### config.mk
export PLATFORM = sky130hd
export DESIGN_NAME = tdoa_estimator
export DESIGN_NICKNAME = d
export VERILOG_FILES = /design/src/rtl/tdoa_pkg.sv /design/src/rtl/tdoa_pair_fsm.sv /design/src/rtl/tdoa_estimator.sv
export SDC_FILE = /design/constraint.sdc
export NUM_CORES = 1
export LEC_CHECK = 0
export BUFFER_PORTS_ARGS = -buffer_cell sky130_fd_sc_hd__buf_2
export CORE_UTILIZATION = 60
export CTS_CLUSTER_SIZE = 28
export DETAILED_ROUTE_END_ITERATION = 7
export PLACE_DENSITY = 0.79
export SKIP_CTS_REPAIR_TIMING = 1
export SYNTH_ARGS = -nofsm -noshare
export SYNTH_HDL_FRONTEND = slang
export SYNTH_SLANG_ARGS = --single-unit
### constraint.sdc
create_clock -name clock -period 20.9 [get_ports clock]
set_input_delay 4.18 -clock clock [delete_from_list [all_inputs] [get_ports clock]]
set_output_delay 4.18 -clock clock [all_outputs]
set_load 0.01 [all_outputs]
### src/rtl/tdoa_pkg.sv
// tdoa_pkg: shared encodings for the TDOA estimator.
//   dir_*   : direction codes presented next to the averaged delta
//   state_t : pairing/calculation state machine encoding
package tdoa_pkg;

  localparam logic [1:0] DIR_CENTRE = 2'b00;
  localparam logic [1:0] DIR_MIC1   = 2'b01;
  localparam logic [1:0] DIR_MIC2   = 2'b10;

  typedef enum logic [2:0] {
    IDLE  = 3'd0,
    HAVE1 = 3'd1,
    HAVE2 = 3'd2,
    CALC  = 3'd3,
    ACCUM = 3'd4
  } state_t;

endpackage

### src/rtl/tdoa_pair_fsm.sv
// tdoa_pair_fsm: detects fresh timestamps on both channels, pairs one update
// from each, times out half-pairs and computes raw = t2 - t1 (mod 2^TS_WIDTH).
// Ports:
//   clock, reset      : clk2 domain, asynchronous active-high reset
//   time_1, time_2    : latest rising-edge timestamps per microphone
//   raw               : signed time difference, valid while raw_valid is high
//   raw_valid         : one-cycle strobe (state ACCUM)
//   timeout           : one-cycle pulse when a half-pair is abandoned
//   state             : current FSM state (debug visibility)
module tdoa_pair_fsm
  import tdoa_pkg::*;
#(
  parameter int TS_WIDTH = 32,
  parameter int TIMEOUT  = 5000
) (
  input  logic                       clock,
  input  logic                       reset,
  input  logic [TS_WIDTH-1:0]        time_1,
  input  logic [TS_WIDTH-1:0]        time_2,
  output logic signed [TS_WIDTH-1:0] raw,
  output logic                       raw_valid,
  output logic                       timeout,
  output state_t                     state
);

  localparam int TW = $clog2(TIMEOUT + 1);

  state_t              state_d;
  logic                prime;
  logic [TS_WIDTH-1:0] prev_t1, prev_t2, t1_q, t2_q;
  logic [TW-1:0]       tcnt;
  logic                new_1, new_2;
  logic                cap1, cap2, tclr, tinc;

  // prime masks the first cycle after reset so inputs that were already
  // present during reset are not mistaken for new edges.
  assign new_1 = (time_1 != prev_t1) && !prime;
  assign new_2 = (time_2 != prev_t2) && !prime;

  always_comb begin
    state_d = state;
    cap1    = 1'b0;
    cap2    = 1'b0;
    tclr    = 1'b0;
    tinc    = 1'b0;
    timeout = 1'b0;
    unique case (state)
      IDLE: begin
        if (new_1 && new_2) begin
          cap1 = 1'b1; cap2 = 1'b1; state_d = CALC;
        end else if (new_1) begin
          cap1 = 1'b1; tclr = 1'b1; state_d = HAVE1;
        end else if (new_2) begin
          cap2 = 1'b1; tclr = 1'b1; state_d = HAVE2;
        end
      end
      HAVE1: begin
        if (new_2) begin
          cap2 = 1'b1; cap1 = new_1; state_d = CALC;
        end else if (new_1) begin
          cap1 = 1'b1; tclr = 1'b1;
        end else if (tcnt == TW'(TIMEOUT)) begin
          timeout = 1'b1; state_d = IDLE;
        end else begin
          tinc = 1'b1;
        end
      end
      HAVE2: begin
        if (new_1) begin
          cap1 = 1'b1; cap2 = new_2; state_d = CALC;
        end else if (new_2) begin
          cap2 = 1'b1; tclr = 1'b1;
        end else if (tcnt == TW'(TIMEOUT)) begin
          timeout = 1'b1; state_d = IDLE;
        end else begin
          tinc = 1'b1;
        end
      end
      CALC:    state_d = ACCUM;
      ACCUM:   state_d = IDLE;
      default: state_d = IDLE;
    endcase
  end

  always_ff @(posedge clock or posedge reset) begin
    if (reset) begin
      state   <= IDLE;
      prime   <= 1'b1;
      prev_t1 <= '0;
      prev_t2 <= '0;
      t1_q    <= '0;
      t2_q    <= '0;
      tcnt    <= '0;
      raw     <= '0;
    end else begin
      state   <= state_d;
      prime   <= 1'b0;
      prev_t1 <= time_1;
      prev_t2 <= time_2;
      if (cap1) t1_q <= time_1;
      if (cap2) t2_q <= time_2;
      if (tclr)      tcnt <= '0;
      else if (tinc) tcnt <= tcnt + 1'b1;
      // Modular subtraction read as two's complement absorbs counter wrap.
      if (state == CALC) raw <= t2_q - t1_q;
    end
  end

  assign raw_valid = (state == ACCUM);

endmodule

### src/rtl/tdoa_estimator.sv
// tdoa_estimator: pairs mic timestamps, window-checks each delta, averages
// 2^AVG_LOG2 accepted deltas and presents the result to the GPIO.
// Handshake: avg_valid rises with each new delta_avg/direction and stays high
// until a one-cycle avg_ack; a load arriving while valid without ack overwrites
// and sets sticky overrun; load and ack together keep avg_valid high with no
// overrun.
// Ports:
//   clock, reset         : clk2, asynchronous active-high reset
//   time_1, time_2       : timestamps from the phase detector
//   avg_ack              : average consumed
//   delta_avg            : signed average of (time_2 - time_1)
//   avg_valid, overrun   : handshake status
//   direction            : centre / toward mic 1 / toward mic 2
//   reject_count         : saturating count of rejected or timed-out pairs
//   fsm_state            : pairing state (debug visibility)
module tdoa_estimator
  import tdoa_pkg::*;
#(
  parameter int TS_WIDTH    = 32,
  parameter int DELTA_WIDTH = 16,
  parameter int MAX_DELAY   = 300,
  parameter int TIMEOUT     = 5000,
  parameter int AVG_LOG2    = 2,
  parameter int DEADBAND    = 8
) (
  input  logic                          clock,
  input  logic                          reset,
  input  logic [TS_WIDTH-1:0]           time_1,
  input  logic [TS_WIDTH-1:0]           time_2,
  input  logic                          avg_ack,
  output logic signed [DELTA_WIDTH-1:0] delta_avg,
  output logic                          avg_valid,
  output logic [1:0]                    direction,
  output logic                          overrun,
  output logic [7:0]                    reject_count,
  output state_t                        fsm_state
);

  localparam int ACC_W = DELTA_WIDTH + AVG_LOG2;
  localparam int NSAMP = 1 << AVG_LOG2;
  localparam logic signed [TS_WIDTH-1:0]    MAX_POS = TS_WIDTH'(MAX_DELAY);
  localparam logic signed [TS_WIDTH-1:0]    MAX_NEG = -MAX_POS;
  localparam logic signed [DELTA_WIDTH-1:0] DB_POS  = DELTA_WIDTH'(DEADBAND);
  localparam logic signed [DELTA_WIDTH-1:0] DB_NEG  = -DB_POS;

  logic signed [TS_WIDTH-1:0]    raw;
  logic                          raw_valid, timeout;
  logic signed [ACC_W-1:0]       acc, acc_sum, acc_shift;
  logic [AVG_LOG2:0]             count;
  logic signed [DELTA_WIDTH-1:0] avg_next;
  logic [1:0]                    dir_next;
  logic                          in_window, accept, load, reject;

  tdoa_pair_fsm #(
    .TS_WIDTH (TS_WIDTH),
    .TIMEOUT  (TIMEOUT)
  ) u_pair (
    .clock     (clock),
    .reset     (reset),
    .time_1    (time_1),
    .time_2    (time_2),
    .raw       (raw),
    .raw_valid (raw_valid),
    .timeout   (timeout),
    .state     (fsm_state)
  );

  always_comb begin
    in_window = (raw <= MAX_POS) && (raw >= MAX_NEG);
    accept    = raw_valid && in_window;
    reject    = timeout || (raw_valid && !in_window);
    load      = accept && (count == (AVG_LOG2+1)'(NSAMP - 1));
    acc_sum   = acc + $signed({{AVG_LOG2{raw[DELTA_WIDTH-1]}}, raw[DELTA_WIDTH-1:0]});
    // Arithmetic shift floors toward -inf; the result always fits DELTA_WIDTH.
    acc_shift = acc_sum >>> AVG_LOG2;
    avg_next  = acc_shift[DELTA_WIDTH-1:0];
    if (avg_next > DB_POS)      dir_next = DIR_MIC1;
    else if (avg_next < DB_NEG) dir_next = DIR_MIC2;
    else                        dir_next = DIR_CENTRE;
  end

  always_ff @(posedge clock or posedge reset) begin
    if (reset) begin
      acc          <= '0;
      count        <= '0;
      delta_avg    <= '0;
      direction    <= DIR_CENTRE;
      avg_valid    <= 1'b0;
      overrun      <= 1'b0;
      reject_count <= '0;
    end else begin
      if (load) begin
        acc       <= '0;
        count     <= '0;
        delta_avg <= avg_next;
        direction <= dir_next;
      end else if (accept) begin
        acc   <= acc_sum;
        count <= count + 1'b1;
      end

      if (load)         avg_valid <= 1'b1;
      else if (avg_ack) avg_valid <= 1'b0;

      if (avg_ack)                overrun <= 1'b0;
      else if (load && avg_valid) overrun <= 1'b1;

      if (reject && reject_count != 8'hFF) reject_count <= reject_count + 1'b1;
    end
  end

endmodule
== After elaboration in Yosys (flattened, before gate mapping) ==
Index checks and enable logic that the tools add are counted.
W data, S select, Z words.

* Mux-type cells: 46
* Reduce and logical (&&, ||, !) cells: 18
* Magnitude comparators: 4
* Eq/ne operators: 12
* Add/subtract/negate cells: 5

{| class="wikitable"
|+ Operator list
! operator !! number
|-
| $ne A32 B32 Y1 || 2
|-
| $mux W18 || 2
|-
| $ge A32 B10 Y1 const B || 1
|-
| $le A32 B10 Y1 const B || 1
|-
| $sub A32 B32 Y32 || 1
|-
| $mux W3 || 10
|-
| $mux W13 || 2
|-
| $mux W1 || 24
|-
| $add A18 B16 Y18 || 1
|-
| $gt A16 B5 Y1 const B || 1
|-
| $lt A16 B4 Y1 const B || 1
|-
| $add A13 B1 Y13 const B || 1
|-
| $eq A13 B13 Y1 const B || 1
|-
| $pmux W3 S4 || 1
|-
| $eq A3 B2 Y1 const B || 3
|-
| $logic_and A1 B1 Y1 || 9
|-
| $pmux W1 S3 || 3
|-
| $add A8 B1 Y8 const B || 1
|-
| $ne A8 B8 Y1 const B || 1
|-
| $reduce_bool A2 Y1 || 4
|-
| $mux W2 || 2
|-
| $ne A4 B1 Y1 const B || 1
|-
| $pmux W1 S2 || 2
|-
| $add A3 B1 Y3 const B || 1
|-
| other kinds (8) || 9
|}

* Input port bits: 67
* Word-level logic and storage cells: 100
* Register bits: 226
* Output and inout port bits: 31

== Logic depth before layout (Yosys ltp) ==
Gate-level depths: netlist of the first run.

* Depth in word-level cells: 7
* Depth in mapped cells: 14
* Mapped depth without buffers: 12

== By module ==
Synthesis of the first run repeated with hierarchy kept, for this count alone.

* Cell total of the unflattened synthesis: 1152
* Area total of the unflattened synthesis: 11770.0 µm²

{| class="wikitable"
|+ By module, submodules not included
! module !! area each (µm²) !! cells an instance !! times used !! seq. area each (µm²)
|-
| tdoa_pair_fsm || 8622.0 || 807 || 1 || 4430.5
|-
| tdoa_estimator || 3148.0 || 345 || 1 || 1226.2
|}

== Least setup slack after synthesis of the first run ==
Ideal clock, no wire load.

* Path kind: in2reg
* From: input port time_1[2]
* To: register u_pair.t2_q[10]
* Data arrival time: 6.648 ns
* Path slack: 14.127 ns
* Buffers on the path: 2
* Stages on the path: 12
* Data required time: 20.775 ns
* Cells stage by stage: xnor2_1 > nand4_1 > nor4_1 > a31o_2 > clkbuf_1 > ha_1 > nor3_1 > a21oi_1 > a21oi_1 > nor2_1 > clkbuf_1 > mux2_2

* Cells in the longest elaborated chain, start to end: 5
* Elaborated cells between the ends (all ways): 7
* Classes of those cells: eq/ne: 1; mux: 4; reduce/logical: 2

{| class="wikitable"
|+ RTL lines
! what !! RTL line !! source
|-
| start, declared || tdoa_estimator.sv:28 || <nowiki>input logic [TS_WIDTH-1:0] time_1,</nowiki>
|-
| $ne A32 B32 Y1 * || tdoa_pair_fsm.sv:37 || <nowiki>assign new_1 = (time_1 != prev_t1) && !prime;</nowiki>
|-
| $logic_and A1 B1 Y1 * || tdoa_pair_fsm.sv:37 ||
|-
| $mux W1 / $logic_and A1 B1 Y1 (equally long branches) || -- ||
|-
| $mux W1 || tdoa_pair_fsm.sv:49 || <nowiki>if (new_1 && new_2) begin</nowiki>
|-
| $pmux W1 S3 * || tdoa_pair_fsm.sv:47 || <nowiki>unique case (state)</nowiki>
|-
| end signal, assigned || tdoa_pair_fsm.sv:101 || <nowiki>if (cap2) t2_q <= time_2;</nowiki>
|-
| end, declared || tdoa_pair_fsm.sv:30 || <nowiki>logic [TS_WIDTH-1:0] prev_t1, prev_t2, t1_q, t2_q;</nowiki>
|}

Every way passes the cells marked *; elsewhere a longest branch is shown, timed or not.
A chain may end at the register's enable or synchronous reset.

== Final worst setup path of the first run ==
* From: input port time_1[4]
* To: register u_pair.t2_q[12]

The elaborated chain is that of the path after synthesis.

==> metrics.cfg, run 1 <==
[outcome]
outcome = finished, violations left
failed_checks = DRC

[placed_design]
hpwl_mm = 17.9
gp_congestion = 0.869
io_buffers = 97
placed_area_sq_mm = 0.0120
dp_cells = 1387
post-place-ws_ps = 13450

[setup_path]
cp-startpoint = time_1[4]
r2r_setup_slack_ps = 16960
end_kind = register
r2r_end = direction[1]
cp_max_fo = 34
r2r-start = u_pair.raw[0]
r2r_cells = 11
startpoint_type = input port
worstPathArrival_ps = 7350
critPathRequiredTime_ps = 21300
crit_type = in -> reg

[sta]
min_period_ps = 6950
fmax_mhz = 144
fin_ws_ps = 13950
hold_viol = 0
fin_crit_sh_pct = 33.3
finalMaxSlewViolations = 0
tightest_slew_ps = 1090
clock_skew_ps = 20.5
rsz0062_at_grt = false
setup_violations = 0
slew_headroom_pct = 26.9
final.setup.tns_ps = 0

[synthesis]
synth_mux_area_share_pct = 3.57
synthXorXnorAreaFrac_pct = 9.48
syn_area_per_cell_sq_um = 10.3
synthSimpleGateAreaFrac_pct = 13.1
yosysTopAreaCellShare_pct = 50.0
synth_ff_type = dfrtp_1
ys_ff_latch = 226
ys_seq_area_share_pct = 50.2
synth.most_common_cell = dfrtp_1
synth-warning-count = 0
syn_nets = 1219
syn_inst = 1094
synth_top_family_by_area = compound AO/OA/AOI/OAI gates
synth_fa_ha_area_share_pct = 6.57
synth_area_sq_mm = 0.0113
synth_compound_area_share_pct = 14.0
ys_top_cells_by_area = dfrtp_1, xnor2_1, ha_1
async_reset_ff_share_pct = 100
synthTopCellsByCount = dfrtp_1, nand2_1, o21ai_0, xnor2_1, ha_1
synth_edf_count = 0
yosys.area.top_type = dfrtp_1
synthDistinctLibCells = 56

[route]
dr.first_iter.drc_count = 370
routed-via-count = 8193
via_per_inst = 5.73
ant_nets = 0
wl_per_cell_um = 17.5
dr.pass1.iters = 6
drc = 8
totalWireLength_mm = 25.0

[clock_tree]
cts_tree = built
clk_path_buf_depth = 3
worstSkewPairLatency_ps = 530
htreeDepth = 1
cts_root_buffer = clkbuf_16
cts.clk_slew.worst_paths_ps = 60
clock_sinks = 226
numCtsBuffers = 24

[floorplan]
rows = 49
coreArea_sq_mm = 0.0182
die_area_sq_mm = 0.0193
start_util_pct = 61.9
ioPinCount = 98
die_h_um = 139
fp.dieW_um = 139

[final_layout]
finish.net_count = 1309
syn_to_final_growth_pct = 13.0
final_area_sq_mm = 0.0127
stdcell_count = 1431
n_antenna_cell = 0
utilization_pct = 69.9
drive_gt1_share_pct = 16.1

[hold_path]
holdPathEnd = delta_avg[9]
hold_start = delta_avg[9]
hold_path_class = reg -> reg
whs_path_depth = 2

[power_and_ir_drop]
leakagePower_nw = 5.94
power_density_mw_per_mm2 = 150
max-vdd-ir-drop_mv = 0.101

[grt]
grt_pass1_vias = 8134
grt_max_degree = 159
grt_first_pass_wirelength_mm = 41.3
antenna_found_initial = 1
overflow = 0
grt_usage_pct = 26.8

[job]
max-cap-violations = 0

worst max-delay path, stage by stage:
cell and delay, ps:
buf_2 120, xnor2_1 280, nand4_1 160, nor4_1 400, a31o_2 410, ha_1 230, nor3_1 60, a21oi_1 140
a21oi_1 120, nor2_4 800, mux2_2 410
power by group:
group / switching [W] / internal, W / total (W)
sequential: 0.0000824 / 0.000548 / 0.000630
combinational: 0.000507 / 0.000363 / 0.000869
clock: 0.000174 / 0.000237 / 0.000411
total: 0.000763 / 0.00115 / 0.00191
cell families after synthesis:
| kind of cell | count (synthesis) |
|---|---|
| AO/OA/AOI/OAI | 253 |
| XOR/XNOR | 122 |
| adder cells (fa/ha/maj) | 58 |
| buffers and inverters | 91 |
| flip-flops | 226 |
| multiplexers | 36 |
| other | 1 |
| AND/OR/NAND/NOR | 307 |
registers in the layout (all words and copies together) (netlist names), 2 cells and up:
| name | flops |
|---|---|
| acc | 18 |
| count | 3 |
| delta_avg | 16 |
| direction | 2 |
| reject_count | 8 |
| u_pair.prev_t1 | 32 |
| u_pair.prev_t2 | 32 |
| u_pair.raw | 32 |
| u_pair.state | 3 |
| u_pair.t1_q | 32 |
| u_pair.t2_q | 32 |
| u_pair.tcnt | 13 |
how the worst max path moves through the flow:
stage	endpoint	slack (ps)
global placement	u_pair.t2_q[2]	13510
finish	u_pair.t2_q[12]	13950
detailed placement	u_pair.t2_q[25]	13450
CTS	u_pair.t2_q[25]	13970
global route	u_pair.t2_q[28]	13680
floorplan	acc[0]	10530
per-stage QoR:
step                hold WS (ps)  total power (W)
floorplan                    453          0.00127
global placement             456          0.00146
detailed placement           465          0.00148
CTS                          478          0.00191
global route                 505          0.00205
finish                       474          0.00191
per-layer routing:
metal / part of all wire, % / wire length, um / global-route usage [%] / vias up
li1: - / - / - / 4025
met1: 46 / 11400 / 37.0 / 3915
met2: 46 / 11500 / 43.6 / 201
met3: 4.3 / 1080 / 3.59 / 50
met4: 3.9 / 979 / 10.1 / 2
met5: 0.052 / 13 / 0 / -
cell type report:
cell class,instances,area [sq um]
Clock buffer,35,712
Clock inverter,9,60.1
Sequential cell,226,5660
Timing Repair Buffer,101,515
Multi-Input combinational cell,777,5290
Tap cell,229,287
Inverter,54,210
Fill cell,1385,5470
placed cells by master, fill, tap and decap left out, types with 3 or more instances in the layout:
cell	Yosys	final
a31o_2	4	4
nand4_1	30	30
a311oi_1	6	6
o31ai_1	17	17
and2_1	5	5
nand3_1	17	17
clkinv_2	0	7
xnor2_1	92	92
xor2_1	30	30
inv_1	54	53
nand2_1	123	123
a21oi_1	36	36
o21ai_0	108	108
buf_4	0	4
a21o_1	26	26
ha_1	56	56
a31oi_1	12	12
dfrtp_1	225	225
mux2_2	34	34
buf_2	0	97
or3_1	8	8
nor2b_1	7	7
or4_1	6	6
o21a_1	10	10
o211ai_1	4	4
a211oi_1	5	4
a221oi_1	3	3
o21bai_1	5	5
and3_1	15	15
clkbuf_16	0	24
nor3_1	16	16
nor2_1	48	47
nor4_1	7	7
clkbuf_8	0	7
clkbuf_1	37	4
nand2b_1	11	11
or2_2	6	6
Power figures use the tool's default switching activity.
==> run 2, diff against run 1 <==
--- a/config.mk
+++ b/config.mk
@@ -6,10 +6,10 @@
 export NUM_CORES = 1
 export LEC_CHECK = 0
 export BUFFER_PORTS_ARGS = -buffer_cell sky130_fd_sc_hd__buf_2
-export CORE_UTILIZATION = 60
+export CORE_UTILIZATION = 54
 export CTS_CLUSTER_SIZE = 28
 export DETAILED_ROUTE_END_ITERATION = 7
-export PLACE_DENSITY = 0.79
+export PLACE_DENSITY = 0.75
 export SKIP_CTS_REPAIR_TIMING = 1
 export SYNTH_ARGS = -nofsm -noshare
 export SYNTH_HDL_FRONTEND = slang
==> constraint.sdc (replaced) <==
create_clock -name clock -period 5.6 [get_ports clock]
set_input_delay 1.12 -clock clock [delete_from_list [all_inputs] [get_ports clock]]
set_output_delay 1.12 -clock clock [all_outputs]
set_load 0.01 [all_outputs]
==> run 2 against run 1 <==
Effect of this change: design area is 0.83% higher; largest power group unchanged; hold slack worse by 3.2 ps; utilization is 6.9 points lower; clock-buffer cell count is 5 lower; the flow now finishes without violations; sequential power grew to 3.7 times the previous value; sequential cell count stayed put.
==> metrics.cfg, run 2 (synthesis results as in run 1) <==
[outcome]
outcome = complete, no violations

[setup_path]
critPathRequiredTime_ps = 6000
cp_common_cell = or4_1
cp_max_fo = 4
cp_cell_sequence = ha_1, fa_1, a211oi_1, o21ai_1, a41oi_2, xnor2_1, or4_1, or3_1, or4_1, or4_1, a22o_1
end_kind = register
crit_type = reg -> reg
cp_slowest_stage_delay_ps = 440
path_buf_inv = 0
startpoint_type = register
cp-startpoint = u_pair.raw[0]
crit_family = simple AND/OR/NAND/NOR gates
worstPathArrival_ps = 4370
critPathSlowestCell = fa_1
r2r-start = u_pair.raw[0]

[sta]
rsz0062_at_grt = false
hold_viol = 0
fin_crit_sh_pct = 71.0
final.setup.tns_ps = 0
fmax_mhz = 252
min_period_ps = 3980
slew_headroom_pct = 25.3
finalMaxSlewViolations = 0
clock_skew_ps = 22.3
setup_violations = 0
tightest_slew_ps = 1120
fin_hold_ws_ps = 471

[placed_design]
hpwl_mm = 17.9
io_buffers = 97
gp_congestion = 0.888

[final_layout]
n_antenna_cell = 0
multi_input_area_sq_mm = 0.00529
final_common_cell = dfrtp_1
drive_gt1_share_pct = 16.5
finish.net_count = 1312
fillCellCount = 1593
syn_to_final_growth_pct = 13.9
mostFrequentLayoutCells = dfrtp_1, nand2_1, o21ai_0
seqCellArea_sq_mm = 0.00566

[grt]
grt_max_degree = 143
grt_pass1_vias = 7786
grt_usage_pct = 23.6
overflow = 0
antenna_found_initial = 0
grt_first_pass_wirelength_mm = 40.4

[clock_tree]
numCtsBuffers = 25
htreeDepth = 1
cts_root_buffer = clkbuf_16
cts_tree = built
cts.clk_slew.worst_paths_ps = 60
worstSkewPairLatency_ps = 530
clock_sinks = 226
clk_path_buf_depth = 3

[hold_path]
hold_path_class = reg -> reg
hold_start = delta_avg[11]

[route]
via_per_inst = 5.59
dr.pass1.iters = 5
totalWireLength_mm = 24.6
ant_nets = 0
dr.first_iter.drc_count = 443
wl_per_cell_um = 16.7
drc = 0
routed-via-count = 8254

[floorplan]
fp.dieW_um = 146
die_area_sq_mm = 0.0215
start_util_pct = 55.4
coreArea_sq_mm = 0.0204
ioPinCount = 98
rows = 52
die_h_um = 146

[power_and_ir_drop]
power_density_mw_per_mm2 = 558
max-vdd-ir-drop_mv = 0.353
leakagePower_nw = 5.96

[job]
max-cap-violations = 0

==> run 2: cell count changes in the layout (fill, tap and decap cells not counted), sizes merged <==
cell | previous run | this run
clkbuf | 35 | 30
bufinv | 0 | 1
buf | 101 | 103
clkinv | 8 | 12
clkinvlp | 0 | 2
==> run 2: stage by stage <==
step	util, %	cell area, sq um	total power, W	cells	setup slack, ps
5_1_grt	63.0	12800	0.00769	1476	1490
3_5_place_dp	59.2	12100	0.00558	1430	1260
2_1_floorplan	-	11300	0.00473	1094	1530
4_1_cts	63.0	12800	0.00717	1476	1610
6_report	63.0	12800	0.00717	1476	1620
3_3_place_gp	59.2	12100	0.00550	1430	1300
==> run 2: layout make-up <==
| cell class | count | area share (%) |
|---|---|---|
| inverter | 54 | 1.61 |
| tap | 270 | 2.63 |
| multi-input combinational | 777 | 41.2 |
| clock inverter | 16 | 0.897 |
| timing repair buffer | 103 | 4.33 |
| sequential | 226 | 44.1 |
| clock buffer | 30 | 5.25 |
==> run 2: worst paths after layout <==
path / endpoint / slack (ps) / cells past startpoint
max: direction[1] / 1620 / 11
min: delta_avg[11] / 470 / 2
max reg2reg: direction[1] / 1620 / 11
min reg2reg: delta_avg[11] / 470 / 2
max in group asynchronous: acc[3] / 4160 / 3
min in group asynchronous: u_pair.t2_q[2] / 720 / 3
==> run 2: where the power goes <==
part / internal [W] / switching, W
logic: 0.00136 / 0.00189
registers: 0.00205 / 0.000314
clock network: 0.000906 / 0.000653
total: 0.00431 / 0.00285
==> run 2: worst min-delay path, cell delays in order (launching register included) <==
cell,delay [ps]
dfrtp_1,340
nand2_1,40
o21ai_0,50
==> run 2: layer usage <==
metal | routed length (um) | up-vias | global-route usage, % | share of wire, %
met5 | 0 | - | 0 | 0
met4 | 702 | 0 | 6.93 | 2.9
met3 | 1140 | 39 | 2.94 | 4.6
met2 | 11300 | 229 | 37.0 | 46
met1 | 11500 | 3942 | 34.4 | 47
li1 | - | 4044 | - | -
==> run 3, diff against run 2 <==
==> constraint.sdc (replaced) <==
create_clock -name clock -period 3.3 [get_ports clock]
set_input_delay 0.66 -clock clock [delete_from_list [all_inputs] [get_ports clock]]
set_output_delay 0.66 -clock clock [all_outputs]
set_load 0.01 [all_outputs]
==> run 3 against run 2 <==
Effect of this change: the flow now finishes with violations (setup timing); first-iteration DRC count increased by 14%; hold slack got worse by 210 ps; critical path depth unchanged; die area unchanged; largest cell class unchanged; highest routed layer unchanged; design area increased by 3.8%.
==> metrics.cfg, run 3 (synthesis results as in run 1) <==
[grt]
antenna_found_initial = 0
grt_pass1_vias = 8334
grt_max_degree = 51
grt_first_pass_wirelength_mm = 42.2
overflow = 0
grt_usage_pct = 24.6

[route]
dr.first_iter.drc_count = 505
via_per_inst = 5.56
wl_per_cell_um = 16.8
dr.pass1.iters = 5
drc = 0
totalWireLength_mm = 25.7
routed-via-count = 8478
ant_nets = 0

[setup_path]
critPathCapture = direction[1]
path_buf_inv = 0
cp_common_cell = or4_1
r2r_setup_slack_ps = -160
critPathSlowestCell = or4_1
cp.depth = 11
r2r-start = acc[0]
r2r_cells = 11
cp_slowest_stage_delay_ps = 490
startpoint_type = register
worstPathArrival_ps = 3870
crit_type = reg -> reg
end_kind = register
cp-startpoint = acc[0]
crit_family = simple AND/OR/NAND/NOR gates
r2r_end = direction[1]
cp_max_fo = 2
critPathRequiredTime_ps = 3710
cp_cell_sequence = ha_2, fa_2, a211oi_2, o21bai_1, a21oi_2, xor2_1, or4_1, or3_1, or4_1, or4_1, a22o_1

[sta]
finalMaxSlewViolations = 0
fmax_mhz = 289
min_period_ps = 3460
hold_viol = 0
clock_skew_ps = 23.4
slew_headroom_pct = 39.0
rsz0062_at_grt = true
fin_crit_sh_pct = 105
fin_ws_ps = -160
tightest_slew_ps = 914
setup_violations = 1

[floorplan]
coreArea_sq_mm = 0.0204
start_util_pct = 55.4
die_h_um = 146
fp.dieW_um = 146
die_area_sq_mm = 0.0215
ioPinCount = 98
rows = 52

[final_layout]
utilization_pct = 65.5
final_common_cell = dfrtp_1
stdcell_count = 1526
mostFrequentLayoutCells = dfrtp_1, nand2_1, o21ai_0
fillCellCount = 1580
drive_gt1_share_pct = 20.0
seqCellArea_sq_mm = 0.00566
multi_input_area_sq_mm = 0.00532
n_antenna_cell = 0
final_area_sq_mm = 0.0133
finish.net_count = 1364
syn_to_final_growth_pct = 18.2

[outcome]
failed_checks = setup timing
outcome = finished, violations left

[placed_design]
gp_congestion = 0.898
dp_cells = 1483
io_buffers = 97
placed_area_sq_mm = 0.0125
hpwl_mm = 19.1
post-place-ws_ps = -191

[clock_tree]
numCtsBuffers = 24
clock_sinks = 226
cts.clk_slew.worst_paths_ps = 60
cts_root_buffer = clkbuf_16
cts_tree = built
worstSkewPairLatency_ps = 540
clk_path_buf_depth = 3
htreeDepth = 1

[power_and_ir_drop]
power.total_w = 0.0126
leakagePower_nw = 6.23
power_density_mw_per_mm2 = 945
max-vdd-ir-drop_mv = 0.642

[hold_path]
hold_path_class = in -> reg
whs_path_depth = 1

[job]
max-cap-violations = 0

-- run 3: metrics by stage --
stage / setup TNS, ps / hold WS, ps
CTS: -194 / 251
detailed placement: -191 / 467
global placement: -131 / 456
global route: -345 / 265
finish: -160 / 262
floorplan: -70030 / 453
-- run 3: how the worst min path moves through the flow --
stage | startpoint | to | slack [ps]
floorplan | acc[10] | acc[10] | 450
global placement | delta_avg[2] | delta_avg[2] | 460
detailed placement | delta_avg[3] | delta_avg[3] | 470
CTS | time_2[2] | u_pair.prev_t2[2] | 250
global route | time_1[5] | u_pair.prev_t1[5] | 270
finish | time_2[2] | u_pair.prev_t2[2] | 260
-- run 3: power by group --
group | switching [W] | internal, W
sequential | 0.000515 | 0.00347
clock | 0.00110 | 0.00159
combinational | 0.00328 | 0.00264
-- run 3: layout make-up --
type | instances | area share (%)
clock buffer | 34 | 5.09
clock inverter | 9 | 0.845
inverter | 54 | 1.55
multi-input combinational | 777 | 39.9
sequential | 226 | 42.4
tap | 270 | 2.53
timing repair buffer | 156 | 7.62
-- run 3: routing by layer --
layer	global-route usage [%]	vias to the layer above	wire, um
met5	0	-	0
met4	9.11	0	970
met3	2.59	51	1020
met2	39.4	204	11700
met1	34.8	4085	12000
li1	-	4138	-
